$ cat src/rtl/ov7670_rgb444_capture.sv
// OV7670 RGB444 frame capture: arms on request, waits for a VSYNC blanking pulse,
// then assembles two-byte pixels into 12-bit RGB with column/line coordinates.
module ov7670_rgb444_capture #(
  parameter int H_PIXELS   = 320,
  parameter int V_LINES    = 240,
  parameter bit CONTINUOUS = 1'b0
) (
  input  logic                        clk,
  input  logic                        rst,
  input  logic                        arm,
  input  logic                        cam_vsync,
  input  logic                        cam_href,
  input  logic [7:0]                  cam_data,
  output logic [11:0]                 rgb,
  output logic                        pixel_valid,
  output logic [$clog2(H_PIXELS)-1:0] x,
  output logic [$clog2(V_LINES)-1:0]  y,
  output logic                        frame_start,
  output logic                        frame_done,
  output logic                        frame_abort,
  output logic                        busy,
  output logic                        err
);

  localparam int XW = $clog2(H_PIXELS);
  localparam int YW = $clog2(V_LINES);
  localparam int CW = $clog2(H_PIXELS + 1);

  localparam logic [CW-1:0] COL_FULL  = CW'(H_PIXELS);
  localparam logic [CW-1:0] COL_ONE   = CW'(1);
  localparam logic [YW-1:0] LAST_LINE = YW'(V_LINES - 1);
  localparam logic [YW-1:0] LINE_ONE  = YW'(1);

  typedef enum logic [2:0] {
    IDLE,
    WAIT_VS,
    WAIT_FRAME,
    ACTIVE,
    DONE
  } state_e;

  state_e          state_q, state_d;
  logic            phase_q, phase_d;
  logic [3:0]      red_q, red_d;
  logic [CW-1:0]   col_q, col_d;
  logic [YW-1:0]   line_q, line_d;
  logic            href_prev_q, href_prev_d;

  logic [11:0]     rgb_q, rgb_d;
  logic            pixel_valid_q, pixel_valid_d;
  logic [XW-1:0]   x_q, x_d;
  logic [YW-1:0]   y_q, y_d;
  logic            frame_start_q, frame_start_d;
  logic            frame_done_q, frame_done_d;
  logic            frame_abort_q, frame_abort_d;
  logic            busy_q, busy_d;
  logic            err_q, err_d;

  logic            href_fall;
  logic            last_line;

  assign href_fall = href_prev_q & ~cam_href;
  assign last_line = (line_q == LAST_LINE);

  always_comb begin
    // NOTE: every signal gets a default before the case so no path leaves it
    // unassigned; an incomplete assignment in always_comb would infer a latch.
    state_d       = state_q;
    phase_d       = phase_q;
    red_d         = red_q;
    col_d         = col_q;
    line_d        = line_q;
    href_prev_d   = 1'b0;
    rgb_d         = rgb_q;
    pixel_valid_d = 1'b0;
    x_d           = x_q;
    y_d           = y_q;
    frame_start_d = 1'b0;
    frame_done_d  = 1'b0;
    frame_abort_d = 1'b0;
    err_d         = err_q;

    unique case (state_q)
      IDLE: begin
        if (arm) begin
          state_d = WAIT_VS;
          err_d   = 1'b0;
        end
      end

      WAIT_VS: begin
        if (cam_vsync) state_d = WAIT_FRAME;
      end

      WAIT_FRAME: begin
        if (!cam_vsync) begin
          state_d       = ACTIVE;
          frame_start_d = 1'b1;
          col_d         = '0;
          line_d        = '0;
          phase_d       = 1'b0;
          x_d           = '0;
          y_d           = '0;
        end
      end

      ACTIVE: begin
        href_prev_d = cam_href;

        if (cam_href) begin
          phase_d = ~phase_q;
          if (!phase_q) begin
            red_d = cam_data[3:0];
          end else if (col_q != COL_FULL) begin
            rgb_d         = {red_q, cam_data};
            pixel_valid_d = 1'b1;
            x_d           = col_q[XW-1:0];
            y_d           = line_q;
            col_d         = col_q + COL_ONE;
          end else begin
            err_d = 1'b1;  // pixel past the end of the line is dropped
          end
        end

        if (href_fall) begin
          col_d  = '0;
          line_d = line_q + LINE_ONE;
          if (col_q != COL_FULL) err_d = 1'b1;
          if (phase_q) begin
            phase_d = 1'b0;
            err_d   = 1'b1;
          end
          if (last_line) begin
            state_d      = DONE;
            line_d       = '0;
            frame_done_d = 1'b1;
          end
        end

        // A completed last line wins over a simultaneous VSYNC rise.
        if (cam_vsync && !(href_fall && last_line)) begin
          frame_abort_d = 1'b1;
          err_d         = 1'b1;
          phase_d       = 1'b0;
          pixel_valid_d = 1'b0;
          rgb_d         = rgb_q;
          x_d           = x_q;
          y_d           = y_q;
          state_d       = CONTINUOUS ? WAIT_FRAME : IDLE;
        end
      end

      DONE: begin
        state_d = CONTINUOUS ? WAIT_VS : IDLE;
      end

      default: state_d = IDLE;
    endcase

    busy_d = (state_d == WAIT_VS) || (state_d == WAIT_FRAME) || (state_d == ACTIVE);
  end

  // NOTE: all state updates use non-blocking assignments so every flop samples
  // the pre-edge values, independent of statement order.
  always_ff @(posedge clk) begin
    if (rst) begin
      state_q       <= IDLE;
      phase_q       <= 1'b0;
      red_q         <= '0;
      col_q         <= '0;
      line_q        <= '0;
      href_prev_q   <= 1'b0;
      rgb_q         <= '0;
      pixel_valid_q <= 1'b0;
      x_q           <= '0;
      y_q           <= '0;
      frame_start_q <= 1'b0;
      frame_done_q  <= 1'b0;
      frame_abort_q <= 1'b0;
      busy_q        <= 1'b0;
      err_q         <= 1'b0;
    end else begin
      state_q       <= state_d;
      phase_q       <= phase_d;
      red_q         <= red_d;
      col_q         <= col_d;
      line_q        <= line_d;
      href_prev_q   <= href_prev_d;
      rgb_q         <= rgb_d;
      pixel_valid_q <= pixel_valid_d;
      x_q           <= x_d;
      y_q           <= y_d;
      frame_start_q <= frame_start_d;
      frame_done_q  <= frame_done_d;
      frame_abort_q <= frame_abort_d;
      busy_q        <= busy_d;
      err_q         <= err_d;
    end
  end

  assign rgb         = rgb_q;
  assign pixel_valid = pixel_valid_q;
  assign x           = x_q;
  assign y           = y_q;
  assign frame_start = frame_start_q;
  assign frame_done  = frame_done_q;
  assign frame_abort = frame_abort_q;
  assign busy        = busy_q;
  assign err         = err_q;

endmodule

$ cat config.mk
export PLATFORM = sky130hd
export DESIGN_NAME = ov7670_rgb444_capture
export DESIGN_NICKNAME = d
export VERILOG_FILES = /design/src/rtl/ov7670_rgb444_capture.sv
export SDC_FILE = /design/constraint.sdc
export NUM_CORES = 1
export LEC_CHECK = 0
export ABC_AREA = 1
export CAP_MARGIN = 40
export CORE_MARGIN = 1.5
export CORE_UTILIZATION = 40
export CTS_BUF_LIST = sky130_fd_sc_hd__clkbuf_2
export CTS_CLUSTER_SIZE = 40
export DETAILED_ROUTE_END_ITERATION = 10
export PLACE_DENSITY = 0.73
export SLEW_MARGIN = 30
export SYNTH_ARGS = -nofsm -noshare
export SYNTH_HDL_FRONTEND = slang
export SYNTH_SLANG_ARGS = --single-unit
$ cat constraint.sdc
create_clock -name clk -period 1.5 [get_ports clk]
set_input_delay 0.3 -clock clk [delete_from_list [all_inputs] [get_ports clk]]
set_output_delay 0.3 -clock clk [all_outputs]
set_load 0.005 [all_outputs]
==> out/metrics.yaml, run 1 <==
floorplanning:
  num_rows: 30
  core_area_um2: 6760
  io_pins: 48
  initial_core_util_pct: 41.3
  dieArea_um2: 7490
  die_h_um: 86.5
  fp.dieW_um: 86.5
grt:
  grt_max_degree: 30
  grt_pass1_wl_um: 12900
  grt_overflow: 0
  antenna_found_initial: 0
  grtUsageTotal_pct: 22.0
  first_global_vias: 2900
clock_network:
  clock_latency_ns: 0.51
  clkSinkCount: 61
  cts_htree_levels: 3
  cts_tree: "yes"
  cts_buffer_depth: 2
  cts-root-buf: "clkbuf_2"
  numCtsBuffers: 9
  clk_pin_slew_worst_paths_ns: 0.18
detailed_routing:
  drc: 0
  wirelength_um: 8170
  num_vias: 3006
  ant_nets: 0
  firstDrtPassIters: 4
  drt_iter0_markers: 179
  wire_per_inst_um: 13.7
  via_per_inst: 5.04
sta:
  min_period_ns: 1.61
  skew_ns: 0.0221
  layout_setup_ws_ns: -0.113
  final-max-slew-violation-count: 0
  hold-worst-slack_ns: 0.409
  max_freq_mhz: 620
  slew_headroom_pct: 79.5
  finalSetupViolations: 16
  finalCritPeriodShare_pct: 108
  tightest_slew_ns: 0.306
  hold_viol: 0
  rsz0062_at_grt: "yes"
synth:
  syn_area_um2: 2790
  yosys-top-cells-count: "75 x nand2_1, 61 x dfxtp_1, 46 x inv_1"
  synth_cells: 394
  synthFlopType: "dfxtp_1"
  yosysTopAreaCell: "dfxtp_1"
  synth-edff-count: 0
  syn-num-nets: 412
  synth.area.top_cells: "dfxtp_1 44%, nand2_1 10%, a21oi_1 6.8%"
  ys_ff_latch: 61
  yosys_warnings: 0
  avgSynthCellArea_um2: 7.08
  yosysUniqueCellTypes: 29
  synth_top_area_share_pct: 43.8
  async_flop_share_pct: 0
  yosysMostFrequentCell: "nand2_1"
  yosysSeqAreaShare_pct: 43.8
setup_path:
  crit_path_start_kind: "flip-flop"
  cp-endpoint: "y[0]"
  crit_fanout: 8
  cp_data_arrival_time_ns: 2.03
  cp-end-kind: "flip-flop"
  r2r-start: "line_q[0]"
  rrSetupSlack_ns: -0.11
  critPathLaunch: "line_q[0]"
  crit_type: "flip-flop to flip-flop"
  r2r-end: "y[0]"
  crit_required_ns: 1.92
  r2r_cells: 9
cells_and_area:
  nets: 529
  drive_gt1_share_pct: 40.3
  seq_area_um2: 1270
  synthToLayoutAreaGrowth_pct: 56.8
  fillers: 578
  multi_input_area_um2: 1710
  antenna_cells: 0
placed_design:
  io_buffers: 47
  dp_worst_setup_slack_ns: -0.373
  dp_hpwl_um: 4670
  gp_congestion: 0.884
hold_path:
  min-delay-path-class: "input pin to flip-flop"
outcome:
  violations: "setup timing"
  status: "finished with violations"
pwr:
  leakage_nw: 1.94
  ir_worst_vdd_mv: 0.766
  power_density_nw_per_um2: 714
run:
  max-cap-violations: 0
-- registers in the layout, summed over array words and instances (netlist names), 3 cells and up --
| register | count |
|---|---|
| y | 8 |
| red_q | 4 |
| state_q | 3 |
| x | 9 |
| col_q | 9 |
| line_q | 8 |
| rgb | 12 |
-- cell type report --
type,count,share of cell area [%]
clock inverters,5,1.17
repair buffers,115,22.9
flip-flops and latches,61,28.9
inverters,50,4.29
clock buffers,11,1.26
well taps,80,2.29
multi-input cells,274,39.1
-- critical path: stages (launching register included) --
cell and delay, ns:
dfxtp_2 0.40, ha_4 0.16, nand2_4 0.06, nor2_4 0.13, nand2_4 0.08, o21ai_4 0.16
buf_12 0.20, nand2_8 0.12, a21oi_2 0.16, nor2_1 0.05
-- through the flow --
stage	instance area [µm²]	power [W]	cells	setup TNS, ns	util [%]
3_5_place_dp	3650	0.00206	554	-13.30	54.1
3_3_place_gp	3650	0.00205	554	-11.30	54.1
6_report	4370	0.00312	596	-0.896	64.7
4_1_cts	4080	0.00309	582	-0.622	60.4
2_1_floorplan	2800	0.00190	394	0	-
5_1_grt	4370	0.00328	596	-2.34	64.7
-- layer usage --
metal  global-route usage, %  share of wire, %
met1                    25.0                41
met2                    38.4                52
met3                    8.86               5.7
met4                    5.43               1.6
met5                       0                 0
-- report_power, final --
part	internal (W)	switching [W]	leakage, nW
logic	0.000190	0.000257	1.36
clock network	0.000388	0.000611	0.0694
registers	0.00166	0.0000195	0.510
total	0.00224	0.000887	1.94
-- timing repair --
| action | 4_1_cts | 5_1_grt |
|---|---|---|
| pin swaps | 17 | 28 |
| buffers inserted | 7 | 14 |
| gates cloned | 5 | 0 |
| resized for setup | 113 | 67 |
| setup endpoints to repair | 69 | 66 |
| hold buffers | 0 | 0 |
-- layout by cell type, fill, tap and decap left out, types with 6 or more instances in the layout --
master           netlist  routed
nand2_1               75      62
inv_1                 46      44
a21oi_2                0      13
buf_6                  1       6
nor3_1                12      10
clkdlybuf4s15_1        0      11
nor2_2                 4       6
dfxtp_2                0      36
nand3_1               29      21
dfxtp_1               61      25
o21ai_2                1       8
clkdlybuf4s50_1        0      12
nor2_1                44      40
nand2_2               16      20
a21oi_1               38      22
o21ai_0               27      15
nand2_4                1       9
nand2_8                0       6
dlygate4sd2_1          0      22
nand3_2                0       7
buf_4                  3      59
clkbuf_2               0      13
o21ai_1                4       9
-- logic make-up after synthesis --
logic type	share of synthesized area, %
buffers and inverters	9.46
flip-flops	43.8
AO/OA/AOI/OAI	14.3
AND/OR/NAND/NOR	30.0
adder cells (fa/ha/maj)	2.24
XOR/XNOR	0.314
-- worst min path at each step --
stage / from / cells past startpoint / slack [ns] / to
5_1_grt: cam_data[6] / 3 / 0.34 / rgb[6]
4_1_cts: cam_data[6] / 3 / 0.38 / rgb[6]
2_1_floorplan: rst / 1 / 0.37 / state_q[0]
3_3_place_gp: red_q[0] / 2 / 0.44 / rgb[8]
3_5_place_dp: red_q[3] / 2 / 0.44 / red_q[3]
6_report: cam_data[4] / 3 / 0.41 / rgb[4]
(Power assumes the default switching activity.)
==> run 2: changes to the inputs <==
- MAX_ROUTING_LAYER: not set -> met4
- PLACE_DENSITY: 0.73 -> 0.69
==> run 2 against run 1 <==
The run still ends with setup timing left. Register-to-register slack better by 0.11 ns. Count of clock-buffer cells in the layout down 1. Clock power down 22%. First-iteration DRC count down 18%. Power down 6.7%. Hold slack better by 0.0020 ns. Maximum frequency up 7.5%. Critical path type unchanged. Largest cell class unchanged. Highest routed layer unchanged.
==> out/metrics.yaml, run 2 (synthesis gave the netlist of run 1 again) <==
detailed_routing:
  via_per_inst: 5.01  # was 5.04
  firstDrtPassIters: 4  # unchanged
  wire_per_inst_um: 12.8  # was 13.7 µm
  num_vias: 2938  # was 3006
  drt_iter0_markers: 146  # was 179
  drc: 0  # unchanged
  ant_nets: 0  # unchanged
  wirelength_um: 7500  # was 8170 µm
grt:
  grt_pass1_wl_um: 12400  # was 12900 µm
  grt_overflow: 0  # unchanged
  antenna_found_initial: 0  # unchanged
  grtUsageTotal_pct: 21.7  # was 22.0%
  grt_max_degree: 50  # was 30
  first_global_vias: 2806  # was 2900
placed_design:
  gp_congestion: 0.822  # was 0.884
  dp_hpwl_um: 4590  # was 4670 µm
  io_buffers: 47  # unchanged
  place_inst: 553  # was 554
pwr:
  switchingPower_w: 0.000865  # was 0.000887 W
  p_clk_share_pct: 26.8  # was 32.0%
  internal_power_w: 0.00205  # was 0.00224 W
  leakage_nw: 1.96  # was 1.94 nW
  comb_power_share_pct: 15.5  # was 14.3%
  swShare_pct: 29.7  # was 28.4%
  ir_worst_vdd_mv: 0.461  # was 0.766 mV
  seq_power_share_pct: 57.7  # was 53.7%
  power_density_nw_per_um2: 692  # was 714 nW/µm²
setup_path:
  crit_family: "simple AND/OR/NAND/NOR gates"  # unchanged
  r2r_cells: 11  # was 9
  rrSetupSlack_ns: -0.0004  # was -0.11 ns
  crit_fanout: 8  # unchanged
  path_cells: "ha_4 > nand2_4 > nor2_4 > nand2_4 > o21ai_4 > buf_12 > buf_12 > nand2_8 > nand2_2 > nand2_1 > nor2_1"  # was ha_4 > nand2_4 > nor2_4 > nand2_4 > o21ai_4 > buf_12 > nand2_8 > a21oi_2 > nor2_1
  cp_slowest_cell: "dfxtp_2"  # unchanged
  crit_type: "flip-flop to flip-flop"  # unchanged
  cpPeakStageDelay_ns: 0.39  # was 0.40 ns
  crit_required_ns: 1.95  # was 1.92 ns
  crit_buf_inv: 2  # was 1
  cp-end-kind: "flip-flop"  # unchanged
  crit_path_start_kind: "flip-flop"  # unchanged
  cp_data_arrival_time_ns: 1.95  # was 2.03 ns
  r2r-end: "y[0]"  # unchanged
  r2r-start: "line_q[0]"  # unchanged
cells_and_area:
  seq_area_um2: 1270  # about the same
  mostFrequentLayoutCells: "63 x nand2_1, 52 x buf_4, 43 x inv_1, 41 x nor2_1, 38 x dfxtp_2"  # was 62 x nand2_1, 59 x buf_4, 44 x inv_1, 40 x nor2_1, 36 x dfxtp_2
  final_cell_count_no_fill: 586  # was 596
  fillers: 609  # was 578
  multi_input_area_um2: 1620  # was 1710 µm²
  final_common_cell: "nand2_1"  # unchanged
  synthToLayoutAreaGrowth_pct: 51.0  # was 56.8%
  antenna_cells: 0  # unchanged
  drive_gt1_share_pct: 36.8  # was 40.3%
  nets: 521  # was 529
  largest_reg_flops: 12  # unchanged
clock_network:
  cts_htree_levels: 3  # unchanged
  clock_latency_ns: 0.50  # was 0.51 ns
  numCtsBuffers: 9  # unchanged
  hold_buffers: 0  # unchanged
  cts_buffer_depth: 2  # unchanged
  cts-root-buf: "clkbuf_2"  # unchanged
  clk_pin_slew_worst_paths_ns: 0.17  # was 0.18 ns
  cts_tree: "yes"  # unchanged
  clkSinkCount: 61  # unchanged
sta:
  slew_headroom_pct: 75.2  # was 79.5%
  layout_setup_ws_ns: -0.000379  # was -0.113 ns
  rsz0062_at_grt: "yes"  # unchanged
  skew_ns: 0.0226  # was 0.0221 ns
  hold_viol: 0  # unchanged
  finalSetupViolations: 1  # was 16
  hold-worst-slack_ns: 0.411  # was 0.409 ns
  finalCritPeriodShare_pct: 100  # was 108%
  max_freq_mhz: 666  # was 620 MHz
  tightest_slew_ns: 0.369  # was 0.306 ns
  min_period_ns: 1.50  # was 1.61 ns
  final-max-slew-violation-count: 0  # unchanged
floorplanning:
  num_rows: 30  # unchanged
  fp.dieW_um: 86.5  # unchanged
  initial_core_util_pct: 41.3  # unchanged
  die_h_um: 86.5  # unchanged
  dieArea_um2: 7490  # unchanged
  core_area_um2: 6760  # unchanged
  io_pins: 48  # unchanged
outcome:
  violations: "setup timing"  # unchanged
  status: "finished with violations"  # unchanged
hold_path:
  hold_end: "rgb[6]"  # was rgb[4]
  whs_path_depth: 3  # unchanged
  min_from: "cam_data[6]"  # was cam_data[4]
  min-delay-path-class: "input pin to flip-flop"  # unchanged
run:
  max-cap-violations: 0  # unchanged
[run 2: cell count changes in the layout (fill, tap and decap cells not counted), moves of 4 or more]
| cell | before | now |
|---|---|---|
| dlygate4sd2_1 | 22 | 35 |
| nand3_1 | 21 | 25 |
| o21ai_2 | 8 | 4 |
| buf_4 | 59 | 52 |
| a21oi_1 | 22 | 26 |
| clkdlybuf4s15_1 | 11 | 0 |
| o21ai_0 | 15 | 19 |
[run 2: cell type report]
cell class / count / share of cell area, %
tap: 80 / 2.38
inverter: 50 / 4.45
clock buffer: 10 / 1.19
multi-input combinational: 273 / 38.5
sequential: 61 / 30.2
timing repair buffer: 108 / 22.8
clock inverter: 4 / 0.416
[run 2: worst max-delay path by stage]
| stage | from | endpoint | slack (ns) | depth (start not counted) |
|---|---|---|---|---|
| floorplan | line_q[0] | y[0] | 0.03 | 9 |
| global placement | cam_href | y[5] | -0.28 | 8 |
| detailed placement | cam_href | x[6] | -0.33 | 8 |
| CTS | line_q[0] | x[5] | -0.1 | 11 |
| global route | line_q[0] | x[7] | -0.13 | 11 |
| finish | line_q[0] | y[0] | -0.0004 | 11 |
[run 2: routing by layer]
metal / part of all wire, % / global-route usage [%] / wire length (µm)
met3: 5.8 / 5.52 / 434
met2: 48 / 35.8 / 3600
met4: 1.7 / 7.48 / 125
met1: 44 / 25.8 / 3330
met5: 0 / - / 0
[run 2: power by group through the flow]
stage / Clock, W / Combinational, W / Sequential [W]
6_report: 0.000781 / 0.000451 / 0.00168
2_1_floorplan: 0 / 0.000190 / 0.00171
3_5_place_dp: 0 / 0.000344 / 0.00171
4_1_cts: 0.000792 / 0.000397 / 0.00168
3_3_place_gp: 0 / 0.000339 / 0.00171
5_1_grt: 0.000873 / 0.000497 / 0.00169
[run 2: repair_timing]
item,4_1_cts,5_1_grt
buffers inserted,8,7
gates resized for setup,102,47
pin swaps,14,17
hold endpoints to repair,0,0
endpoints found under the setup margin,65,54
gates cloned,4,0
[run 2: metrics by stage]
stage                     setup WS (ns)  setup TNS [ns]  util [%]  total power [W]  cell area [µm²]
after floorplan                  0.0255               0         -          0.00190             2800
after global placement           -0.275          -10.27      54.0          0.00205             3650
after detailed placement         -0.334          -11.91      54.0          0.00205             3650
after CTS                       -0.0964          -0.940      59.2          0.00287             4000
after global routing             -0.133           -2.20      62.4          0.00306             4210
final                         -0.000379       -0.000379      62.4          0.00291             4210
[run 2: tightest hold or removal path: cells and delay by family]
family                 cells  cell delay (ns)
AND/OR/NAND/NOR            2             0.13
buffers and inverters      1             0.46
